==> src/rtl/imm_encoder_if.sv <==
// imm_encoder_if: request and encoded-word handshake bundle for imm_encoder
interface imm_encoder_if;
  logic        in_valid;
  logic        in_ready;
  logic [2:0]  fmt;
  logic [6:0]  opcode;
  logic [2:0]  funct3;
  logic [4:0]  rd;
  logic [4:0]  rs1;
  logic [4:0]  rs2;
  logic [31:0] imm;
  logic        out_valid;
  logic        out_ready;
  logic [31:0] instruction;
  logic        out_err;
  modport master (
    output in_valid, fmt, opcode, funct3, rd, rs1, rs2, imm, out_ready,
    input  in_ready, out_valid, instruction, out_err
  );
  modport slave (
    input  in_valid, fmt, opcode, funct3, rd, rs1, rs2, imm, out_ready,
    output in_ready, out_valid, instruction, out_err
  );
endinterface

==> src/rtl/imm_encoder.sv <==
// imm_encoder: packs fields and a signed immediate into an I/S/B/U/J instruction word
module imm_encoder #(
  parameter int ERR_W = 8
) (
  input  logic             clk,
  input  logic             rst,
  imm_encoder_if.slave     bus,
  output logic [ERR_W-1:0] err_count
);
  logic             r_s1_valid;
  logic [2:0]       r_fmt;
  logic [6:0]       r_opcode;
  logic [2:0]       r_funct3;
  logic [4:0]       r_rd;
  logic [4:0]       r_rs1;
  logic [4:0]       r_rs2;
  logic [31:0]      r_imm;
  logic             r_s1_err;
  logic             r_s2_valid;
  logic [31:0]      r_instr;
  logic             r_s2_err;
  logic [ERR_W-1:0] r_err_count;
  logic             w_s1_adv;
  logic             w_accept;
  logic             w_err;
  logic             w_sx12;
  logic             w_sx13;
  logic             w_sx21;
  logic [31:0]      w_packed;
  assign w_s1_adv        = r_s1_valid && (!r_s2_valid || bus.out_ready);
  assign bus.in_ready    = !r_s1_valid || w_s1_adv;
  assign w_accept        = bus.in_valid && bus.in_ready;
  assign bus.out_valid   = r_s2_valid;
  assign bus.instruction = r_instr;
  assign bus.out_err     = r_s2_err;
  assign err_count       = r_err_count;
  // range/alignment check on the incoming immediate, captured with the request
  always_comb begin
    w_sx12 = &bus.imm[31:11] || ~|bus.imm[31:11];
    w_sx13 = &bus.imm[31:12] || ~|bus.imm[31:12];
    w_sx21 = &bus.imm[31:20] || ~|bus.imm[31:20];
    w_err  = bus.fmt == 3'd0 || bus.fmt == 3'd1 ? !w_sx12 :
             bus.fmt == 3'd2 ? !(w_sx13 && !bus.imm[0]) :
             bus.fmt == 3'd3 ? |bus.imm[11:0] :
             bus.fmt == 3'd4 ? !(w_sx21 && !bus.imm[0]) : 1'b1;
  end
  // field packing of the held request; out-of-range immediates are simply truncated
  always_comb
    w_packed = r_fmt == 3'd0 ? {r_imm[11:0], r_rs1, r_funct3, r_rd, r_opcode} :
               r_fmt == 3'd1 ? {r_imm[11:5], r_rs2, r_rs1, r_funct3, r_imm[4:0], r_opcode} :
               r_fmt == 3'd2 ? {r_imm[12], r_imm[10:5], r_rs2, r_rs1, r_funct3, r_imm[4:1], r_imm[11], r_opcode} :
               r_fmt == 3'd3 ? {r_imm[31:12], r_rd, r_opcode} :
               r_fmt == 3'd4 ? {r_imm[20], r_imm[10:1], r_imm[11], r_imm[19:12], r_rd, r_opcode} : 32'h0;
  // stage 1: capture request and its error flag, empty when handed to stage 2 without refill
  always_ff @(posedge clk or posedge rst)
    if (rst) begin
      r_s1_valid <= 1'b0;
      r_fmt      <= '0;
      r_opcode   <= '0;
      r_funct3   <= '0;
      r_rd       <= '0;
      r_rs1      <= '0;
      r_rs2      <= '0;
      r_imm      <= '0;
      r_s1_err   <= 1'b0;
    end else if (w_accept) begin
      r_s1_valid <= 1'b1;
      r_fmt      <= bus.fmt;
      r_opcode   <= bus.opcode;
      r_funct3   <= bus.funct3;
      r_rd       <= bus.rd;
      r_rs1      <= bus.rs1;
      r_rs2      <= bus.rs2;
      r_imm      <= bus.imm;
      r_s1_err   <= w_err;
    end else if (w_s1_adv)
      r_s1_valid <= 1'b0;
  // stage 2: output register; word keeps its last value when the stage empties
  always_ff @(posedge clk or posedge rst)
    if (rst) begin
      r_s2_valid <= 1'b0;
      r_instr    <= '0;
      r_s2_err   <= 1'b0;
    end else if (w_s1_adv) begin
      r_s2_valid <= 1'b1;
      r_instr    <= w_packed;
      r_s2_err   <= r_s1_err;
    end else if (bus.out_ready)
      r_s2_valid <= 1'b0;
  // saturating count of errored words actually delivered
  always_ff @(posedge clk or posedge rst)
    if (rst)
      r_err_count <= '0;
    else if (r_s2_valid && bus.out_ready && r_s2_err && !(&r_err_count))
      r_err_count <= r_err_count + 1'b1;
endmodule
==> src/flat_wrapper.sv <==
// flat-port wrapper written by rule: the top's interface ports become plain ports
module imm_encoder_flat 
#(
  parameter int ERR_W = 8
)
  (clk, rst, err_count, bus_in_valid, bus_fmt, bus_opcode, bus_funct3, bus_rd, bus_rs1, bus_rs2, bus_imm, bus_out_ready, bus_in_ready, bus_out_valid, bus_instruction, bus_out_err);
  imm_encoder_if bus_i ();
  input  logic clk;
  input  logic rst;
  output logic [ERR_W-1:0] err_count;
  input wire logic [$bits(bus_i.in_valid)-1:0] bus_in_valid;
  input wire logic [$bits(bus_i.fmt)-1:0] bus_fmt;
  input wire logic [$bits(bus_i.opcode)-1:0] bus_opcode;
  input wire logic [$bits(bus_i.funct3)-1:0] bus_funct3;
  input wire logic [$bits(bus_i.rd)-1:0] bus_rd;
  input wire logic [$bits(bus_i.rs1)-1:0] bus_rs1;
  input wire logic [$bits(bus_i.rs2)-1:0] bus_rs2;
  input wire logic [$bits(bus_i.imm)-1:0] bus_imm;
  input wire logic [$bits(bus_i.out_ready)-1:0] bus_out_ready;
  output wire logic [$bits(bus_i.in_ready)-1:0] bus_in_ready;
  output wire logic [$bits(bus_i.out_valid)-1:0] bus_out_valid;
  output wire logic [$bits(bus_i.instruction)-1:0] bus_instruction;
  output wire logic [$bits(bus_i.out_err)-1:0] bus_out_err;
  assign bus_i.in_valid = bus_in_valid;
  assign bus_i.fmt = bus_fmt;
  assign bus_i.opcode = bus_opcode;
  assign bus_i.funct3 = bus_funct3;
  assign bus_i.rd = bus_rd;
  assign bus_i.rs1 = bus_rs1;
  assign bus_i.rs2 = bus_rs2;
  assign bus_i.imm = bus_imm;
  assign bus_i.out_ready = bus_out_ready;
  assign bus_in_ready = bus_i.in_ready;
  assign bus_out_valid = bus_i.out_valid;
  assign bus_instruction = bus_i.instruction;
  assign bus_out_err = bus_i.out_err;
  imm_encoder #(.ERR_W(ERR_W)) u_core (.clk(clk), .rst(rst), .bus(bus_i), .err_count(err_count));
endmodule
==> config.mk <==
export PLATFORM = sky130hd
export DESIGN_NAME = imm_encoder_flat
export DESIGN_NICKNAME = d
export VERILOG_FILES = /design/src/rtl/imm_encoder_if.sv /design/src/rtl/imm_encoder.sv /design/src/flat_wrapper.sv
export SDC_FILE = /design/constraint.sdc
export NUM_CORES = 1
export LEC_CHECK = 0
export BUFFER_PORTS_ARGS = -buffer_cell sky130_fd_sc_hd__buf_2
export CORE_MARGIN = 2
export CORE_UTILIZATION = 28
export CTS_CLUSTER_DIAMETER = 40
export DETAILED_ROUTE_END_ITERATION = 8
export GPL_TIMING_DRIVEN = 0
export PLACE_DENSITY_LB_ADDON = 0.05
export REMOVE_ABC_BUFFERS = 1
export SYNTH_ARGS = -nofsm -noshare
export SYNTH_HDL_FRONTEND = slang
export SYNTH_SLANG_ARGS = --single-unit
==> constraint.sdc <==
create_clock -name clk -period 3.9 [get_ports clk]
set_input_delay 0.585 -clock clk [delete_from_list [all_inputs] [get_ports clk]]
set_output_delay 0.585 -clock clk [all_outputs]
set_load 0.005 [all_outputs]
* After elaboration in Yosys (flattened, before gate mapping)
Cells that the tools add are included.
Widths: inputs -> output; s select.
** Word-level totals
- Bits of input ports :: 64
- Register bits after elaboration :: 104
- Output and inout bits :: 43
** Operators by class
- Muxes and demuxes :: 13
- Equality and inequality tests :: 8
- Reductions and logical operators :: 35
- $add $sub $neg :: 1
** Operators by type and width (count)
- $mux 32 :: 5
- $reduce_or 12->1 :: 2
- $reduce_and 21->1 :: 1
- $reduce_or 21->1 :: 1
- $reduce_and 20->1 :: 1
- $reduce_or 20->1 :: 1
- $eq 3x2->1 const B :: 4
- $reduce_and 12->1 :: 1
- $logic_not 1->1 :: 10
- $add 8x1->8 const B :: 1
- $mux 1 :: 8
- $reduce_and 8->1 :: 1
- $logic_and 1x1->1 :: 7
- $eq 3x1->1 const B :: 2
- $eq 3x3->1 const B :: 2
- $logic_not 3->1 :: 2
- $logic_or 1x1->1 :: 6
- $reduce_bool 2->1 :: 2

* Depth between registers and ports, before layout
Gate-level depths: netlist of the first run.
- Depth after elaboration :: 9
- Depth in mapped cells :: 7

* Worst setup path before layout of the first run
No wires, ideal clock.
- Path kind :: input to register
- From :: in bus_out_ready
- To :: reg u_core.r_imm[10]
- Arrival :: 1.497 ns
- Data required time :: 3.775 ns
- Stages :: 5
- Slack :: 2.278 ns
- Buffers on the path :: 2
- Cell sequence :: nand3b_1 > and2_1 > buf_6 > buf_6 > mux2_2
** On the way
- Cells in the longest elaborated chain, start to end :: 4
** RTL lines
- from (decl) :: RTL line flat_wrapper.sv:19 : input wire logic [$bits(bus_i.out_ready)-1:0] bus_out_ready;
- $logic_or 1x1->1 :: RTL line imm_encoder.sv:30 : assign w_s1_adv = r_s1_valid && (!r_s2_valid || bus.out_ready);
- $logic_and 1x1->1 :: RTL line imm_encoder.sv:30
- $logic_or 1x1->1 :: RTL line imm_encoder.sv:31 : assign bus.in_ready = !r_s1_valid || w_s1_adv;
- $logic_and 1x1->1 :: RTL line imm_encoder.sv:32 : assign w_accept = bus.in_valid && bus.in_ready;
- to (signal assigned) :: RTL line imm_encoder.sv:74 : r_imm <= bus.imm;
- to (decl) :: RTL line imm_encoder.sv:17 : logic [31:0] r_imm;
Every way passes these cells.
A chain may end at the register's enable or synchronous reset.

* Worst setup path after layout of the first run
- From :: reg u_core.r_s2_valid (netlist: u_core.bus.out_valid)
- To :: reg u_core.r_s1_err
** On the way
- Cells in the longest elaborated chain, start to end :: 5
** RTL lines
- from (decl) :: RTL line imm_encoder.sv:19 : logic r_s2_valid;
- from (signal assigned) :: RTL line imm_encoder.sv:81 : r_s2_valid <= 1'b0;
- from (signal assigned) :: RTL line imm_encoder.sv:85 : r_s2_valid <= 1'b1;
- from (signal assigned) :: RTL line imm_encoder.sv:89 : r_s2_valid <= 1'b0;
- $logic_not 1->1 :: RTL line imm_encoder.sv:30
- $logic_or 1x1->1 :: RTL line imm_encoder.sv:30
- $logic_and 1x1->1 :: RTL line imm_encoder.sv:30
- $logic_or 1x1->1 :: RTL line imm_encoder.sv:31
- $logic_and 1x1->1 :: RTL line imm_encoder.sv:32
- to (signal assigned) :: RTL line imm_encoder.sv:75 : r_s1_err <= w_err;
- to (decl) :: RTL line imm_encoder.sv:18 : logic r_s1_err;
Every way passes these cells.

==> results.md, run 1 <==
- Slew headroom: 19.7%
- CP Cell Sequence: nand3b_1, nand2_1, a211o_1, a211oi_1, a311oi_1
- Flops & latches, synth: 104
- Final setup violation count: 0
- Root Buffer: clkbuf_16
- Ys async rst share: 100%
- Critical R2R Launch: u_core.bus.out_valid
- CP endpoint kind: flop
- Grt ovf: 0
- Max Cap Viol: 0
- Std cell rows: 46
- Maximum clock frequency: 440 MHz
- HP Class: primary input to asynchronous set/reset pin
- PortBufs: 106
- Max incr delay on CP: 0.72 ns
- DR vias/cell: 4.56
- Fin. max-slew vios: 0
- Nets@finish: 576
- Initial antenna violation count: 0
- Initial Util: 28.5%
- Drt total wl: 11700 um
- Placed instance count: 716
- Startpoint types: flop
- Layout cells sized above 1: 33.1%
- Pwr dens: 537 nW/um^2
- Yosys top cell by area: dfrtp_1
- EDFF count, synth: 0
- # resized after CTS: 0
- Number of hold buffers added after cts: 0
- Final total power: 2.96 mW
- Post-Layout Cell Count: 732
- Gpl congestion: 0.702
- First-pass GRT wire length: 18700 um
- Worst-margin pin slew: 1.20 ns
- Die Wd: 131 um
- Setup TNS: 0 ns
- Number of I/O pins: 107
- Syn. warnings: 0
- Clock Tree Buf Depth: 2
- Clock period minus final worst setup slack: 2.27 ns
- Worst-path fanout max: 26
- Drt wl/cell: 16.0 um
- Seq/Total Area, Yosys: 57.8%
- Vias in the first global route: 3450
- CP Class: flop to flop
- WP data arrival: 2.45 ns
- Largest net degree at the start of global routing: 65
- Residual DRC: 0
- Most frequent cells in the layout: 106 x nand2_1, 106 x buf_2, 104 x dfrtp_1
- RSZ-0062 raised after global routing: false
- Critical Path RT: 4.08 ns
- CTS buffer count: 9
- Pre-antenna DRT Iters: 4
- WHS: 0.383 ns
- Slowest-stage cell, CP: nand2_1
- Drt initial violations: 145
- Synth top area share: 57.8%
- Lkg Pwr: 2.60 nW
- DIE AREA: 17100 um^2
- Post-detail-place hpwl: 7970 um
- Routed Antenna Nets: 0
- Outcome: finished, final reports clean
- Area delta synth->final: 22.7%
- Count of cell types in the netlist: 40
- Die Y-Extent: 131 um
- CTS tree: yes
- Worst-path clk slew: 0.07 ns
- # Post-CTS Setup Buffers: 0
- Fin crit share: 58.3%
- Core area: 15800 um^2
- CTS H-tree lvls: 3
- Mean Syn Cell Area: 10.9 um^2
- Clock sink count: 104
- Antenna diodes: 0
- Main synth FF type: dfrtp_1
- Worst VDD drop: 0.000204 V
- Final Hold Vio Count: 0
- Vias post-DR: 3337
- Gr usage total: 14.5%
- Clock Skew: 0.00397 ns
- Synth top area cells: dfrtp_1 58%, mux2_2 9.5%, nand2_1 8.9%
- Crit path launch: u_core.bus.out_valid
- Clock Latency Late Sink: 0.35 ns
- Synth Instances: 413
- Mapped cell area: 4500 um^2
## final timing paths
path / endpoint / slack (ns) / cells after the start
setup / recovery: u_core.r_s1_err / 1.63 / 5
hold / removal: u_core.err_count[7] / 0.38 / 2
setup reg to reg: u_core.r_s1_err / 1.63 / 5
hold reg to reg: u_core.bus.instruction[10] / 0.47 / 2
max in group asynchronous: u_core.bus.instruction[7] / 2.79 / 3
min in group clk: u_core.r_rs1[3] / 0.43 / 3
## stage by stage
stage	setup slack [ns]	util, %	area, um^2
detailed placement	1.27	33.1	5220
finish	1.63	35.0	5520
floorplan	0.583	-	4370
CTS	1.54	35.0	5520
global placement	-0.906	32.8	5170
global route	1.40	35.0	5520
## critical path: cells and delay by family (launching register included)
kind,cells,cell delay (ns)
AOI/OAI and AO/OA,3,0.82
and+or+nand+nor,2,0.87
DFF,1,0.41
## cells by family after synthesis
family	count (synthesis)	synth area share [%]
xor+xnor	8	1.56
compound gates	78	11.5
buf+inv	26	3.39
simple gates	155	15.2
flops	104	57.8
fa+ha+maj	1	0.278
mux	41	10.3
## cell usage after synthesis, types with 2 or more instances
library cell  number
nor4_1             7
o21ai_0           30
xnor2_1            7
buf_6              5
a211oi_1           5
nor3_1             2
inv_1              5
nand4_1           11
buf_4              3
nand2b_1           3
a22o_1             7
mux2i_1            2
a21oi_1            4
dfrtp_1          104
a31oi_1            2
clkbuf_1           8
a21oi_2            2
mux2_2            38
nor2b_1            4
nand2_1          107
buf_2              5
nand3_1            3
a22oi_1           23
nor2_1            10
## final cells by class
class / count / area (um^2)
inverter: 5 / 21.3
fill: 1674 / 10200
clock inverter: 3 / 40.0
clock buffer: 13 / 260
timing repair buffer: 108 / 578
tap: 216 / 270
multi-input combinational: 283 / 1750
sequential: 104 / 2600
## metal layers
layer | track usage, % | share of wire, % | vias to the layer above
met5 | 0 | 0 | -
met4 | 5.63 | 1.8 | 0
met3 | 3.38 | 5.3 | 12
met2 | 22.9 | 45 | 76
met1 | 19.3 | 48 | 1610
li1 | - | - | 1639
## state kept, by name (all words and copies together) (netlist names), 3 cells and up
signal                  count
u_core.err_count            8
u_core.r_fmt                3
u_core.r_rs2                5
u_core.r_imm               32
u_core.r_rd                 5
u_core.r_opcode             7
u_core.bus.instruction     32
u_core.r_funct3             3
u_core.r_rs1                5
## power by group
group	internal [mW]	switching (mW)
Sequential	1.28	0.156
Combinational	0.298	0.302
Clock	0.532	0.395
Power figures use the tool's default switching activity.
==> run 2, diff against run 1 <==
==> constraint.sdc (replaced) <==
create_clock -name clk -period 2.1 [get_ports clk]
set_input_delay 0.315 -clock clk [delete_from_list [all_inputs] [get_ports clk]]
set_output_delay 0.315 -clock clk [all_outputs]
set_load 0.005 [all_outputs]
==> results.md, run 2 (same netlist as run 1, synthesis figures left out) <==
- CP Class: flop to flop
- Internal Dissipation: 3.92 mW (+86%)
- Drt initial violations: 146 (+0.69%)
- Reg2Reg Setup Slack: 0.22 ns (-1.40 ns)
- Number of hold buffers added after cts: 0 (unchanged)
- Initial Util: 28.5% (unchanged)
- Final core utilization: 35.1% (+0.048 points)
- Clock Latency Late Sink: 0.35 ns (about the same)
- RR Endpoint: u_core.r_imm[27]
- Lkg Pwr: 2.59 nW (about the same)
- RSZ-0062 raised after global routing: false
- Worst VDD drop: 0.000378 V (+85%)
- PortBufs: 106 (unchanged)
- Clock Skew: 0.00392 ns (-0.0000493 ns)
- Drt total wl: 11700 um (-0.16%)
- Clock Tree Buf Depth: 2 (unchanged)
- Residual DRC: 0 (unchanged)
- Sequential power share: 48.5% (about the same)
- CTS buffer count: 9 (unchanged)
- Pwr dens: 995 nW/um^2 (+85%)
- Routed Antenna Nets: 0 (unchanged)
- Post-detail-place hpwl: 7970 um (unchanged)
- WP data arrival: 2.11 ns (-0.34 ns)
- First-pass GRT wire length: 18700 um (unchanged)
- Worst-path clk slew: 0.07 ns (about the same)
- Layout cells sized above 1: 33.9% (+0.78 points)
- HP Class: primary input to asynchronous set/reset pin
- Antenna diodes: 0 (unchanged)
- Reg2Reg Depth: 3 (-2)
- Final Hold Vio Count: 0 (unchanged)
- Gr usage total: 14.5% (unchanged)
- Initial antenna violation count: 0 (unchanged)
- Root Buffer: clkbuf_16
- Final setup violation count: 0 (unchanged)
- Final total power: 5.50 mW (+86%)
- Switching Power: 1.58 mW (+86%)
- Clock sink count: 104 (unchanged)
- Slew headroom: 43.0% (+23 points)
- Die Y-Extent: 131 um (unchanged)
- Critical Path RT: 2.33 ns (-1.75 ns)
- CTS H-tree lvls: 3 (unchanged)
- Area delta synth->final: 22.9%
- Comb pwr share: 20.3% (about the same)
- DIE AREA: 17100 um^2 (unchanged)
- Nets@finish: 576 (unchanged)
- Startpoint types: flop
- Largest net degree at the start of global routing: 65 (unchanged)
- Pre-antenna DRT Iters: 4 (unchanged)
- Fin crit share: 89.4% (+31 points)
- Switch share: 28.7% (about the same)
- DR vias/cell: 4.55 (-0.21%)
- Max Cap Viol: 0 (unchanged)
- Core area: 15800 um^2 (unchanged)
- Most frequent cells in the layout: 106 x buf_2, 105 x nand2_1, 102 x dfrtp_1
- Std cell rows: 46 (unchanged)
- Drt wl/cell: 16.0 um (-0.16%)
- CP endpoint kind: flop
- Clock network power share: 31.2% (about the same)
- Maximum clock frequency: 533 MHz (+21%)
- Outcome: finished, final reports clean
- Worst-margin pin slew: 0.855 ns (-0.346 ns)
- Vias in the first global route: 3450 (unchanged)
- Vias post-DR: 3330 (-0.21%)
- Grt ovf: 0 (unchanged)
- Fill count: 1673 (-0.060%)
- Commonest non-fill, non-tap cell in the layout: buf_2
- Gpl congestion: 0.702 (unchanged)
- Die Wd: 131 um (unchanged)
- Worst-path fanout max: 64 (+150%)
- Fin. max-slew vios: 0 (unchanged)
- CTS tree: yes
- Clock period minus final worst setup slack: 1.88 ns (-0.396 ns)
- Number of I/O pins: 107 (unchanged)
- Critical R2R Launch: u_core.bus.out_valid
==> run 2: cell counts in the layout (fill, tap and decap cells not counted) <==
No cell type changed its count.
==> run 2: worst max-delay path by stage <==
stage	start	to	slack [ns]	cells past startpoint
finish	u_core.bus.out_valid	u_core.r_imm[27]	0.22	3
global route	u_core.bus.out_valid	u_core.r_s1_err	0.04	5
CTS	u_core.r_fmt[1]	u_core.bus.instruction[17]	0.08	5
detailed placement	bus_out_ready	u_core.r_s1_err	-0.26	6
global placement	rst	u_core.r_imm[9]	-2.44	2
floorplan	rst	u_core.bus.instruction[0]	-0.95	1
==> run 2: power groups by stage <==
stage | logic, mW | clock network (mW) | registers, mW
floorplan | 0.631 | 0 | 2.67
global placement | 1.13 | 0 | 2.70
detailed placement | 1.15 | 0 | 2.71
CTS | 1.15 | 1.78 | 2.68
global route | 1.27 | 1.85 | 2.73
finish | 1.11 | 1.72 | 2.67
==> run 2: area by class of cell <==
cell class	instances	area (um^2)	area share (%)
Sequential cell	104	2610	47.1
Multi-Input combinational cell	283	1750	31.7
Timing Repair Buffer	108	578	10.5
Tap cell	216	270	4.89
Clock buffer	13	260	4.71
Clock inverter	3	40.0	0.724
Inverter	5	21.3	0.385
==> run 2: critical path, cell delays in order (launching register included) <==
cell and delay [ns]:
dfrtp_1 0.41, nand3b_1 0.17, and2_4 0.74, mux2_2 0.41
==> run 2: routing by layer <==
layer | vias to the layer above | wire, um | GRT usage (%)
met5 | - | 0 | 0
met4 | 0 | 207 | 5.63
met3 | 13 | 628 | 3.38
met2 | 75 | 5300 | 22.9
met1 | 1604 | 5540 | 19.3
li1 | 1638 | - | -
==> run 2: timing repair <==
action | CTS | global route
endpoints found under the setup margin | 9 | 4
pin swaps | 0 | 0
gates cloned | 0 | 0
resized for setup | 2 | 2
buffers inserted | 0 | 0
==> run 2: through the flow <==
step / area (um^2) / setup slack, ns / hold slack [ns] / instances / TNS, ns
2_1_floorplan: 4370 / -0.947 / 0.420 / 392 / -111.52
3_3_place_gp: 5170 / -2.44 / 0.458 / 714 / -343.42
3_5_place_dp: 5220 / -0.265 / 0.465 / 716 / -0.832
4_1_cts: 5530 / 0.0804 / 0.141 / 732 / 0
5_1_grt: 5530 / 0.0365 / 0.148 / 732 / 0
6_report: 5530 / 0.223 / 0.113 / 732 / 0
==> run 3, diff against run 2 <==
--- a/config.mk
+++ b/config.mk
@@ -5,9 +5,10 @@
 export SDC_FILE = /design/constraint.sdc
 export NUM_CORES = 1
 export LEC_CHECK = 0
+export ABC_AREA = 1
 export BUFFER_PORTS_ARGS = -buffer_cell sky130_fd_sc_hd__buf_2
 export CORE_MARGIN = 2
-export CORE_UTILIZATION = 28
+export CORE_UTILIZATION = 25
 export CTS_CLUSTER_DIAMETER = 40
 export DETAILED_ROUTE_END_ITERATION = 8
 export GPL_TIMING_DRIVEN = 0
==> results.md, run 3 <==
- Seq/Total Area, Yosys: 53.8% (-4.1 points)
- CTS buffer count: 9 (unchanged)
- Yosys top cell by area: dfrtp_1
- Commonest non-fill, non-tap cell in the layout: nand2_1
- Setup TNS: 0 ns (unchanged)
- Drt total wl: 13800 um (+19%)
- CP Cell Sequence: nand2_1, nand2_4, clkinvlp_4, o21ai_1, o21ai_1
- Synth top area cells: dfrtp_1 54%, nand2_1 8.5%, nor2_1 6.6%
- Mapped cell area: 4840 um^2 (+7.5%)
- Dpl ws: -0.646 ns (-0.382 ns)
- Top cells by count, synth: 110 x nand2_1, 104 x dfrtp_1, 85 x nor2_1
- Antenna diodes: 0 (unchanged)
- Lkg Pwr: 2.96 nW (+14%)
- Maximum clock frequency: 539 MHz (+1.3%)
- DP Area: 5640 um^2 (+8.1%)
- Worst-path clk slew: 0.08 ns (about the same)
- Clock network power share: 35.3% (+4.1 points)
- Slowest-stage cell, CP: clkinvlp_4
- Nets@finish: 717 (+24%)
- Die Y-Extent: 143 um (+9.4%)
- Layout cells sized above 1: 26.5% (-7.4 points)
- Post-detail-place hpwl: 9280 um (+16%)
- Gpl congestion: 0.791 (+13%)
- Final setup violation count: 0 (unchanged)
- Area delta synth->final: 25.8%
- Switch share: 29.4% (+0.64 points)
- Ys async rst share: 100% (unchanged)
- Synth Instances: 549 (+33%)
- Std cell rows: 50 (+8.7%)
- Drt initial violations: 216 (+48%)
- Most frequent cell after synthesis: nand2_1
- Vias post-DR: 3940 (+18%)
- CP endpoint kind: flop
- Gr usage total: 14.1% (-0.36 points)
- Clock period minus final worst setup slack: 1.85 ns (-0.0233 ns)
- Clock Skew: 0.00741 ns (+0.00349 ns)
- Comb pwr share: 22.5% (+2.2 points)
- Fill count: 2010 (+20%)
- Fin crit share: 88.3% (-1.1 points)
- Pre-antenna DRT Iters: 6 (+2)
- Clock Latency Late Sink: 0.35 ns (about the same)
- Most frequent cells in the layout: 110 x nand2_1, 106 x buf_2, 104 x dfrtp_1
- Final Hold Vio Count: 0 (unchanged)
- First-pass GRT wire length: 22100 um (+18%)
- Count of cell types in the netlist: 33 (-18%)
- Worst-margin pin slew: 0.689 ns (-0.166 ns)
- Crit path max-delay family: buffers and inverters
- Main synth FF type: dfrtp_1
- Final core utilization: 32.3% (-2.7 points)
- Pwr dens: 1050 nW/um^2 (+5.7%)
- CTS tree: yes
- PortBufs: 106 (unchanged)
- Outcome: finished, final reports clean
- Initial Util: 25.7% (-2.8 points)
- Clock Tree Buf Depth: 2 (unchanged)
- Slew headroom: 54.1% (+11 points)
- Startpoint types: flop
- Worst path most repeated cell: o21ai_1
- Placed instance count: 898 (+25%)
- Syn. warnings: 0 (unchanged)
- Initial antenna violation count: 0 (unchanged)
- Residual DRC: 0 (unchanged)
- Fin. max-slew vios: 0 (unchanged)
- Number of I/O pins: 107 (unchanged)
- CP Class: flop to flop
- Synth top area share: 53.8% (-4.1 points)
- Die Wd: 143 um (+9.4%)
- Max incr delay on CP: 0.53 ns (-0.21 ns)
- Worst-path fanout max: 37 (-42%)
- Post-Layout Inst Area: 6090 um^2 (+10%)
- Core area: 18800 um^2 (+19%)
- WHS: 0.0683 ns (-0.0449 ns)
- Root Buffer: clkbuf_16
- Internal Dissipation: 4.52 mW (+15%)
- HP Class: primary input to asynchronous set/reset pin
- Number of hold buffers added after cts: 0 (unchanged)
- Drt wl/cell: 15.1 um (-5.4%)
- Vias in the first global route: 4036 (+17%)
- EDFF count, synth: 0 (unchanged)
- DR vias/cell: 4.30 (-5.6%)
- Routed Antenna Nets: 0 (unchanged)
- Buffers & Inverters on Critical Path: 1 (+1)
- Critical Path RT: 2.34 ns (about the same)
- WP data arrival: 2.09 ns (-0.02 ns)
- Max Cap Viol: 0 (unchanged)
- Post-Layout Cell Count: 917 (+25%)
- Final total power: 6.40 mW (+16%)
- Mean Syn Cell Area: 8.81 um^2 (-19%)
- Worst VDD drop: 0.000406 V (+7.3%)
- CTS H-tree lvls: 3 (unchanged)
- Sequential power share: 42.1% (-6.4 points)
- DIE AREA: 20500 um^2 (+20%)
- Switching Power: 1.88 mW (+19%)
- Flops & latches, synth: 104 (unchanged)
- Clock sink count: 104 (unchanged)
- Grt ovf: 0 (unchanged)
- Final setup margin: 0.246 ns (+0.0233 ns)
- RSZ-0062 raised after global routing: false
- Largest net degree at the start of global routing: 79 (+22%)
## run 3: cell count changes after synthesis, moves of 5 or more
cell and change:
nor2_1 +75, inv_1 +45, a21oi_1 +43, o21ai_1 +28
a22oi_1 -23, mux2_2 -13, o21ai_0 -11, a31oi_1 +8
a22o_1 -7, nor4_1 -7, nand3_1 +6, nand4_1 -5
## run 3: kinds of logic after synthesis
kind of cell	Yosys count	share of synthesized area, %
fa+ha+maj	1	0.259
buf+inv	73	6.67
compound gates	113	12.4
flops	104	53.8
mux	25	5.82
xor+xnor	7	1.27
simple gates	226	19.8
## run 3: worst paths after layout
kind	from	to	slack, ns	depth (start not counted)
worst max-delay path	u_core.bus.out_valid	u_core.bus.instruction[22]	0.25	5
worst min-delay path	rst	u_core.err_count[5]	0.07	2
worst max register to register	u_core.bus.out_valid	u_core.bus.instruction[22]	0.25	5
worst min register to register	u_core.bus.instruction[2]	u_core.bus.instruction[2]	0.48	2
max in group asynchronous	rst	u_core.r_imm[27]	1.30	3
min in group clk	bus_rs1[0]	u_core.r_rs1[0]	0.19	2
## run 3: per-layer routing
layer / vias up / share of wire, % / GRT usage, % / routed length (um)
li1: 1988 / - / - / -
met1: 1859 / 47 / 19.2 / 6570
met2: 82 / 46 / 22.3 / 6430
met3: 11 / 5.1 / 3.66 / 701
met4: 0 / 1.0 / 3.70 / 142
met5: - / 0 / 0 / 0
## run 3: layout make-up
cell class | count | area (um^2) | area share, %
flip-flops and latches | 104 | 2600 | 42.7
multi-input cells | 372 | 1920 | 31.6
inverters | 54 | 214 | 3.51
repair inverters | 1 | 7.51 | 0.123
repair buffers | 110 | 613 | 10.1
clock inverters | 5 | 150 | 2.47
clock buffers | 11 | 253 | 4.15
well taps | 260 | 325 | 5.34
## run 3: power by group through the flow
stage | clock network, mW | registers, mW | logic (mW)
6_report | 2.26 | 2.70 | 1.44
5_1_grt | 2.43 | 2.77 | 1.64
4_1_cts | 2.35 | 2.70 | 1.46
3_5_place_dp | 0 | 2.74 | 1.44
3_3_place_gp | 0 | 2.74 | 1.41
2_1_floorplan | 0 | 2.73 | 0.781
## run 3: what timing repair did
action                     in CTS  in global routing
gates resized for setup         3                  0
setup endpoints to repair      25                  1
buffers inserted                0                  2
gates cloned                    1                  0
## run 3: worst register-to-register path, stage by stage (launching register included)
cell        delay (ns)
dfrtp_1           0.41
nand2_1           0.13
nand2_4           0.39
clkinvlp_4        0.54
o21ai_1           0.20
o21ai_1           0.08
